==> src/rtl/screen_pkg.sv <==
// Shared types and request-legality helper for the screen sequencer.
package screen_pkg;

    typedef enum logic [1:0] {
        Menu = 2'd0,
        Play = 2'd1,
        Over = 2'd2
    } screen_t;

    typedef enum logic [1:0] {
        Show,
        FadeOut,
        FadeIn
    } fade_state_t;

    // Wide enough for level values 0..16.
    localparam int unsigned LevelW = 5;

    function automatic logic req_legal(input screen_t cur, input screen_t dest);
        logic ok;
        ok = 1'b0;
        case (dest)
            Play:    ok = (cur == Menu);
            Over:    ok = (cur == Play);
            Menu:    ok = (cur == Play) || (cur == Over);
            default: ok = 1'b0;
        endcase
        return ok;
    endfunction

endpackage

==> src/rtl/rgb_fade_scale.sv <==
// Scales each 4-bit colour channel by level / FADE_FRAMES (combinational).
module rgb_fade_scale
    import screen_pkg::*;
#(
    parameter int unsigned FADE_FRAMES = 8
) (
    input  logic [11:0]       rgb,
    input  logic [LevelW-1:0] level,
    output logic [11:0]       scaled
);

    localparam int unsigned Shift = $clog2(FADE_FRAMES);

    for (genvar i = 0; i < 3; i++) begin : g_ch
        logic [8:0] prod;
        assign prod = {5'd0, rgb[i*4 +: 4]} * {4'd0, level};
        assign scaled[i*4 +: 4] = 4'(prod >> Shift);
    end

endmodule

==> src/rtl/screen_sequencer.sv <==
// Selects the active full-screen layer, sequences frame-aligned fade-out/fade-in
// transitions and provides the single registered RGB stage to the VGA pins.
module screen_sequencer
    import screen_pkg::*;
#(
    parameter int unsigned FADE_FRAMES = 8,
    parameter int unsigned V_ACTIVE    = 480
) (
    input  logic        vga_clk,
    input  logic        reset,
    input  logic [9:0]  DrawX,
    input  logic [9:0]  DrawY,
    input  logic        blank,
    input  logic        start_req,
    input  logic        game_over,
    input  logic        menu_req,
    input  logic [11:0] menu_rgb,
    input  logic [11:0] play_rgb,
    input  logic [11:0] over_rgb,
    output logic [3:0]  red,
    output logic [3:0]  green,
    output logic [3:0]  blue,
    output logic [1:0]  screen,
    output logic        busy
);

    localparam logic [LevelW-1:0] LevelFull = LevelW'(FADE_FRAMES);
    localparam logic [LevelW-1:0] LevelLast = LevelW'(FADE_FRAMES - 1);
    localparam logic [LevelW-1:0] LevelOne  = LevelW'(1);

    logic              tick_q;
    screen_t           cur_q, cur_d;
    screen_t           target_q, target_d;
    fade_state_t       state_q, state_d;
    logic              pending_q, pending_d;
    logic [LevelW-1:0] level_q, level_d;
    logic [11:0]       rgb_q;
    logic [11:0]       src;
    logic [11:0]       scaled;

    logic              req_valid;
    screen_t           req_dest;

    // Highest-priority request that is legal from the current screen.
    always_comb begin
        req_valid = 1'b0;
        req_dest  = Menu;
        if (game_over && req_legal(cur_q, Over)) begin
            req_valid = 1'b1;
            req_dest  = Over;
        end else if (menu_req && req_legal(cur_q, Menu)) begin
            req_valid = 1'b1;
            req_dest  = Menu;
        end else if (start_req && req_legal(cur_q, Play)) begin
            req_valid = 1'b1;
            req_dest  = Play;
        end
    end

    always_comb begin
        state_d   = state_q;
        level_d   = level_q;
        cur_d     = cur_q;
        pending_d = pending_q;
        target_d  = target_q;
        unique case (state_q)
            Show: begin
                if (tick_q && pending_q) begin
                    pending_d = 1'b0;
                    level_d   = level_q - LevelOne;
                    // With a single-frame fade the black frame follows immediately.
                    if (level_q == LevelOne) begin
                        cur_d   = target_q;
                        state_d = FadeIn;
                    end else begin
                        state_d = FadeOut;
                    end
                end else if (!pending_q && req_valid) begin
                    pending_d = 1'b1;
                    target_d  = req_dest;
                end
            end
            FadeOut: begin
                if (tick_q) begin
                    level_d = level_q - LevelOne;
                    if (level_q == LevelOne) begin
                        cur_d   = target_q;
                        state_d = FadeIn;
                    end
                end
            end
            FadeIn: begin
                if (tick_q) begin
                    level_d = level_q + LevelOne;
                    if (level_q == LevelLast) begin
                        state_d = Show;
                    end
                end
            end
            default: begin
                state_d = Show;
                level_d = LevelFull;
            end
        endcase
    end

    always_comb begin
        src = '0;
        unique case (cur_q)
            Menu:    src = menu_rgb;
            Play:    src = play_rgb;
            Over:    src = over_rgb;
            default: src = '0;
        endcase
    end

    rgb_fade_scale #(
        .FADE_FRAMES(FADE_FRAMES)
    ) u_scale (
        .rgb    (src),
        .level  (level_q),
        .scaled (scaled)
    );

    always_ff @(posedge vga_clk or posedge reset) begin
        if (reset) begin
            tick_q    <= 1'b0;
            cur_q     <= Menu;
            target_q  <= Menu;
            state_q   <= Show;
            pending_q <= 1'b0;
            level_q   <= LevelFull;
            rgb_q     <= '0;
        end else begin
            tick_q    <= (DrawX == 10'd0) && (DrawY == 10'(V_ACTIVE));
            cur_q     <= cur_d;
            target_q  <= target_d;
            state_q   <= state_d;
            pending_q <= pending_d;
            level_q   <= level_d;
            rgb_q     <= blank ? scaled : 12'h000;
        end
    end

    assign red    = rgb_q[11:8];
    assign green  = rgb_q[7:4];
    assign blue   = rgb_q[3:0];
    assign screen = cur_q;
    assign busy   = (state_q != Show);

endmodule

==> config.mk <==
export PLATFORM = sky130hd
export DESIGN_NAME = screen_sequencer
export DESIGN_NICKNAME = d
export VERILOG_FILES = /design/src/rtl/screen_pkg.sv /design/src/rtl/rgb_fade_scale.sv /design/src/rtl/screen_sequencer.sv
export SDC_FILE = /design/constraint.sdc
export NUM_CORES = 1
export LEC_CHECK = 0
export BUFFER_PORTS_ARGS = -buffer_cell sky130_fd_sc_hd__buf_2
export CAP_MARGIN = 20
export CORE_MARGIN = 2
export CORE_UTILIZATION = 54
export CTS_BUF_LIST = sky130_fd_sc_hd__clkbuf_4 sky130_fd_sc_hd__clkbuf_8
export CTS_CLUSTER_DIAMETER = 50
export DETAILED_ROUTE_END_ITERATION = 7
export PLACE_DENSITY = 0.82
export SLEW_MARGIN = 30
export SYNTH_ARGS = -nofsm -noshare
export SYNTH_HDL_FRONTEND = slang
export SYNTH_SLANG_ARGS = --single-unit
==> constraint.sdc <==
create_clock -name vga_clk -period 5.8 [get_ports vga_clk]
set_clock_uncertainty 0.1 [all_clocks]
set_input_delay 0.58 -clock vga_clk [delete_from_list [all_inputs] [get_ports vga_clk]]
set_output_delay 0.58 -clock vga_clk [all_outputs]
set_load 0.05 [all_outputs]
## After elaboration in Yosys (flattened, before gate mapping)

Index checks and enable logic that the tools add are counted.

| operators by class | value |
|---|---|
| reductions and logical operators | 19 |
| div/mod/pow operators | 0 |
| $add $sub $neg | 2 |
| equality and inequality tests | 12 |
| order comparisons | 0 |
| muxes and demuxes | 28 |
| multipliers | 3 |
| bitwise logic cells | 1 |
| shift-type cells | 0 |

Operator list:

| operator | count |
|---|---|
| 12-bit one-hot mux with 3 select lines | 1 |
| 4-bit by 5-bit multiplier with 7-bit output | 3 |
| 2-bit two-way mux | 10 |
| 5-bit two-way mux | 3 |
| 5-bit one-hot mux with 3 select lines | 1 |
| 12-bit two-way mux | 1 |
| 10-bit by 9-bit equality test with 1-bit output, second input constant | 1 |
| 10-bit logical NOT | 1 |
| 1-bit two-way mux | 10 |
| 2-bit inequality test, second input constant | 5 |
| 3-bit AND reduction | 3 |
| 1-bit logical AND | 6 |
| 2-bit one-hot mux with 3 select lines | 1 |
| 2-bit nonzero test | 3 |
| 5-bit by 1-bit adder with 5-bit output, second input constant | 1 |
| 5-bit by 1-bit equality test with 1-bit output, second input constant | 1 |
| 5-bit by 3-bit equality test with 1-bit output, second input constant | 1 |
| 5-bit AND reduction | 1 |
| 5-bit by 1-bit subtractor with 5-bit output, second input constant | 1 |
| 2-bit by 1-bit equality test with 1-bit output, second input constant | 2 |
| 2-bit equality test, second input constant | 2 |
| 2-bit logical NOT | 2 |
| 2-bit one-hot mux with 2 select lines | 1 |
| 2-bit AND reduction | 1 |
| 3 further kinds | 3 |

| storage, ports and cells | value |
|---|---|
| output and inout bits | 15 |
| memory bits (read-only) | 0 |
| input bits | 62 |
| bits in registers | 25 |
| logic and storage cells | 72 |
| bits in latches | 0 |
| memories kept | 0 |
| bits in writable memories | 0 |

## Logic depth before layout (Yosys ltp)

| logic depth | value |
|---|---|
| word-level depth | 13 |
| gate-level depth with buffers | 16 |
| gate-level depth less buffers | 15 |

## Cells and area by module

From an unflattened synthesis, not the netlist that was laid out.

| unflattened totals | value |
|---|---|
| cell total of the unflattened synthesis | 291 |
| area total of the unflattened synthesis | 2627.5 um2 |

By module, submodules not included:

| module | cells each | times used | area each (um2) |
|---|---|---|---|
| screen_sequencer | 146 | 1 | 1417.6 |
| rgb_fade_scale | 145 | 1 | 1209.9 |

## Worst setup path after synthesis

No wires, ideal clock.

| timing | value |
|---|---|
| path kind | register -> register |
| from | register cur_q[1], in the netlist screen[1] |
| to | register rgb_q[3] |
| required time | 5.581 ns |
| data arrival time | 4.152 ns |
| buffers on the path | 1 |
| path slack | 1.429 ns |
| stages on the path, launching flop included | 16 |
| clock period less this slack | 4.371 ns |
| path through | dfrtp_1 > inv_1 > ha_1 > clkbuf_1 > a222oi_1 > nor2_1 > and2_1 > fa_1 > inv_1 > fa_1 > inv_1 > ha_1 > a21o_1 > a21oi_1 > xnor3_1 > and2_1 |

| between the ends | value |
|---|---|
| cells in the longest elaborated chain, start to end | 4 |
| elaborated cells on any way between the ends | 6 |
| those cells by class | mul: 1; eq/ne: 2; mux: 2; reduce/logical: 1 |

Ends and longest elaborated chain:

| item | line | source |
|---|---|---|
| start: declaration | screen_sequencer.sv:32 | `screen_t cur_q, cur_d;` |
| start signal: assignment | screen_sequencer.sv:128 | `cur_q <= Menu;` |
| start signal: assignment | screen_sequencer.sv:136 | `cur_q <= cur_d;` |
| 2-bit equality test, or another cell as far along | screen_sequencer.sv:109 | `unique case (cur_q)` |
| 12-bit one-hot mux with 3 select lines * | screen_sequencer.sv:109 |  |
| 4-bit by 5-bit multiplier with 7-bit output * | rgb_fade_scale.sv:16 | `assign prod = {5'd0, rgb[i*4 +: 4]} * {4'd0, level};` |
| 12-bit two-way mux * | screen_sequencer.sv:141 | `rgb_q <= blank ? scaled : 12'h000;` |
| end signal: assignment | screen_sequencer.sv:141 |  |
| end: declaration | screen_sequencer.sv:37 | `logic [11:0] rgb_q;` |

Mark *: on every way between the ends. The rest lies on a longest branch, timed or not.
A chain may end at the register's enable or synchronous reset.

## Final worst setup path

Same ends and word-level chain as after synthesis.

==> results.md <==
* Initial Util at 0.554
* Setup Fix Bufs, Post-CTS at 0
* Total Routing Usage GR at 0.248
* Vias in the first global route at 2318
* Outcome: complete, but fails checks
* Clock transition at path regs at 100 ps
* CTS root buf: clkbuf_8
* Final worst path period need at 4390 ps
* Req. time, crit path at 5880 ps
* Ys Warns at 0
* Die H at 73.4 um
* Avg Vias per Cell at 5.90
* Fin Setup TNS at 0 ps
* Largest net degree at the start of global routing at 32
* Layout Nets at 466
* Leak pwr at 1.63 nW
* Initial DRC count at 277
* Multi-input gate area at 1820 um2
* Synth Flop Type: dfrtp_1
* DRT antenna net count at 0
* WP data arrival at 4470 ps
* First-pass GRT wire length at 10400 um
* Num CTS Buffers at 3
* Synth Register Bits at 25
* Hold Crit Class: primary input to async pin
* Setup WS pre-CTS at 1400 ps
* Crit Path Max Fanout at 14
* Residual DRC at 1
* Tcrit/Tclk final at 0.757
* Routed vias at 2441
* Antenna cells at 0
* Core area at 4690 um2
* WL/cell at 15.0 um
* Critical path type: register to register
* Placer Congestion at 0.898
* Post-synthesis cell type count at 46
* Syn-to-layout area delta at 17.3%
* # port buffers at 76
* Pins over their slew limit at 0
* Final WL at 6190 um
* Final hold violations at 0
* Die W at 73.4 um
* Unrepaired setup endpoints after global routing: no
* Post-synthesis instance total at 293
* # clock sinks at 25
* Row count at 25
* Seq/Total Area, Yosys at 0.241
* Rel. slew slack at 0.523
* Initial antenna violation count at 0
* Post-synth EDFFs at 0
* Die area at 5380 um2
* Syn nets at 398
* Mapped Area at 2600 um2
* Syn Area/Cell at 8.87 um2
* H-tree levels at 1
* Setup ws final at 1410 ps
* Peak VDD IR at 0.0748 mV
* Most frequent cells in the layout: buf_2, inv_1, nor2_1
* Crit end category: register
* Fill cells at 399
* Async S/R FF share, synth at 1.00
* Worst slew pin tran at 716 ps
* CTS max path bufs at 2
* Post-CTS Hold Fix Bufs at 0
* Ports at 77
* Detailed Routing Iterations Pass 1 at 8
* Post-cts resize count at 0
* Register area at 627 um2
* Final setup violation count at 0
* Max frequency at 228 MHz
* Dpl hpwl at 4770 um
* Pwr/cell area at 109 nW/um2
* Share of layout cells above drive strength 1 at 0.239
* Max Cap Viol at 0
* Worst-Skew Late Latency at 280 ps
* Commonest non-fill, non-tap cell in the layout: buf_2
* Overflow after GRT at 0
* CP Launch Type: register
* Violated checks: DRC
* CTS tree: done
[per-stage QoR]
step                total power [W]  hold slack (ps)  utilization  area, um2  std cells
floorplan                  0.000196              350            -       2600        293
global placement           0.000220              377        0.639       3000        410
detailed placement         0.000222              375        0.639       3000        410
CTS                        0.000334              269        0.649       3050        414
global route               0.000348              312        0.650       3050        414
finish                     0.000334              229        0.650       3050        414
[per-layer routing]
metal,track usage,share of wire,up-vias
met5,0,0,-
li1,-,-,1157
met4,0.0626,0.012,0
met3,0.0274,0.065,8
met2,0.422,0.49,120
met1,0.340,0.43,1156
[synthesized netlist by cell type, drive strengths merged, types with 2 or more instances]
library cell  count  area (um2)
nor3b             2        15.0
xnor2             7        61.3
dfrtp            24         601
fa               18         360
and2             19         119
inv              28         105
nor3             18        90.1
xor2              7        61.3
nand2            24        90.1
o21ai             5        25.0
nand4b            2        17.5
a222oi           12         120
o21a              2        15.0
nor4              3        18.8
o31ai             3        22.5
a21oi            14        70.1
nand3             4        20.0
xnor3             2        45.0
a21o              6        45.0
nand2b            2        12.5
clkbuf           12        45.0
nor2b             3        18.8
nor2             25        93.8
nand4             6        37.5
ha               25         313
[final timing paths]
check                             from    endpoint  slack [ps]  cells after the start
hold / removal                   reset    rgb_q[8]         230                      2
min in group vga_clk       target_q[0]   screen[0]         390                      2
max in group asynchronous        reset  level_q[3]        5000                      2
setup / recovery             screen[1]    rgb_q[3]        1410                     14
setup reg to reg             screen[1]    rgb_q[3]        1410                     14
hold reg to reg            target_q[0]   screen[0]         390                      2
[kinds of logic (layout without fill, tap and decap cells)]
| group | Yosys count | after routing | share of synthesized area |
|---|---|---|---|
| XOR/XNOR | 16 | 16 | 0.0645 |
| buffers and inverters | 41 | 108 | 0.0592 |
| adder cells (fa/ha/maj) | 43 | 43 | 0.259 |
| AND/OR/NAND/NOR | 114 | 114 | 0.223 |
| multiplexers | 2 | 2 | 0.00818 |
| flip-flops | 25 | 25 | 0.241 |
| AO/OA/AOI/OAI | 52 | 52 | 0.145 |
[critical path, cell delays in order, from the launching register on]
cell and delay, ps:
dfrtp_1 400, inv_1 90, ha_1 380, a222oi_1 650, nor2_1 200, and2_1 220, fa_1 470, inv_1 50
fa_1 520, inv_1 40, ha_1 340, a21o_1 180, a21oi_1 180, xnor3_1 310, and2_1 160
[final cells by class]
class / count / area share
Tap cell: 54 / 0.0222
Inverter: 28 / 0.0345
Multi-Input combinational cell: 227 / 0.597
Timing Repair Buffer: 76 / 0.125
Clock buffer: 4 / 0.0160
Sequential cell: 25 / 0.206
[flip-flops by register name, summed over array words and instances (netlist names)]
signal and count:
pending_q 1, tick_q 1, rgb_q 12, level_q 5
target_q 2, screen 2, state_q 2
[where the power goes]
part	switching, W	total (W)	internal, W
Clock	0.0000612	0.000115	0.0000540
Sequential	0.00000131	0.000177	0.000176
Combinational	0.0000206	0.0000410	0.0000204
Total	0.0000831	0.000334	0.000250
No activity file was read; power rests on OpenSTA's default activity.
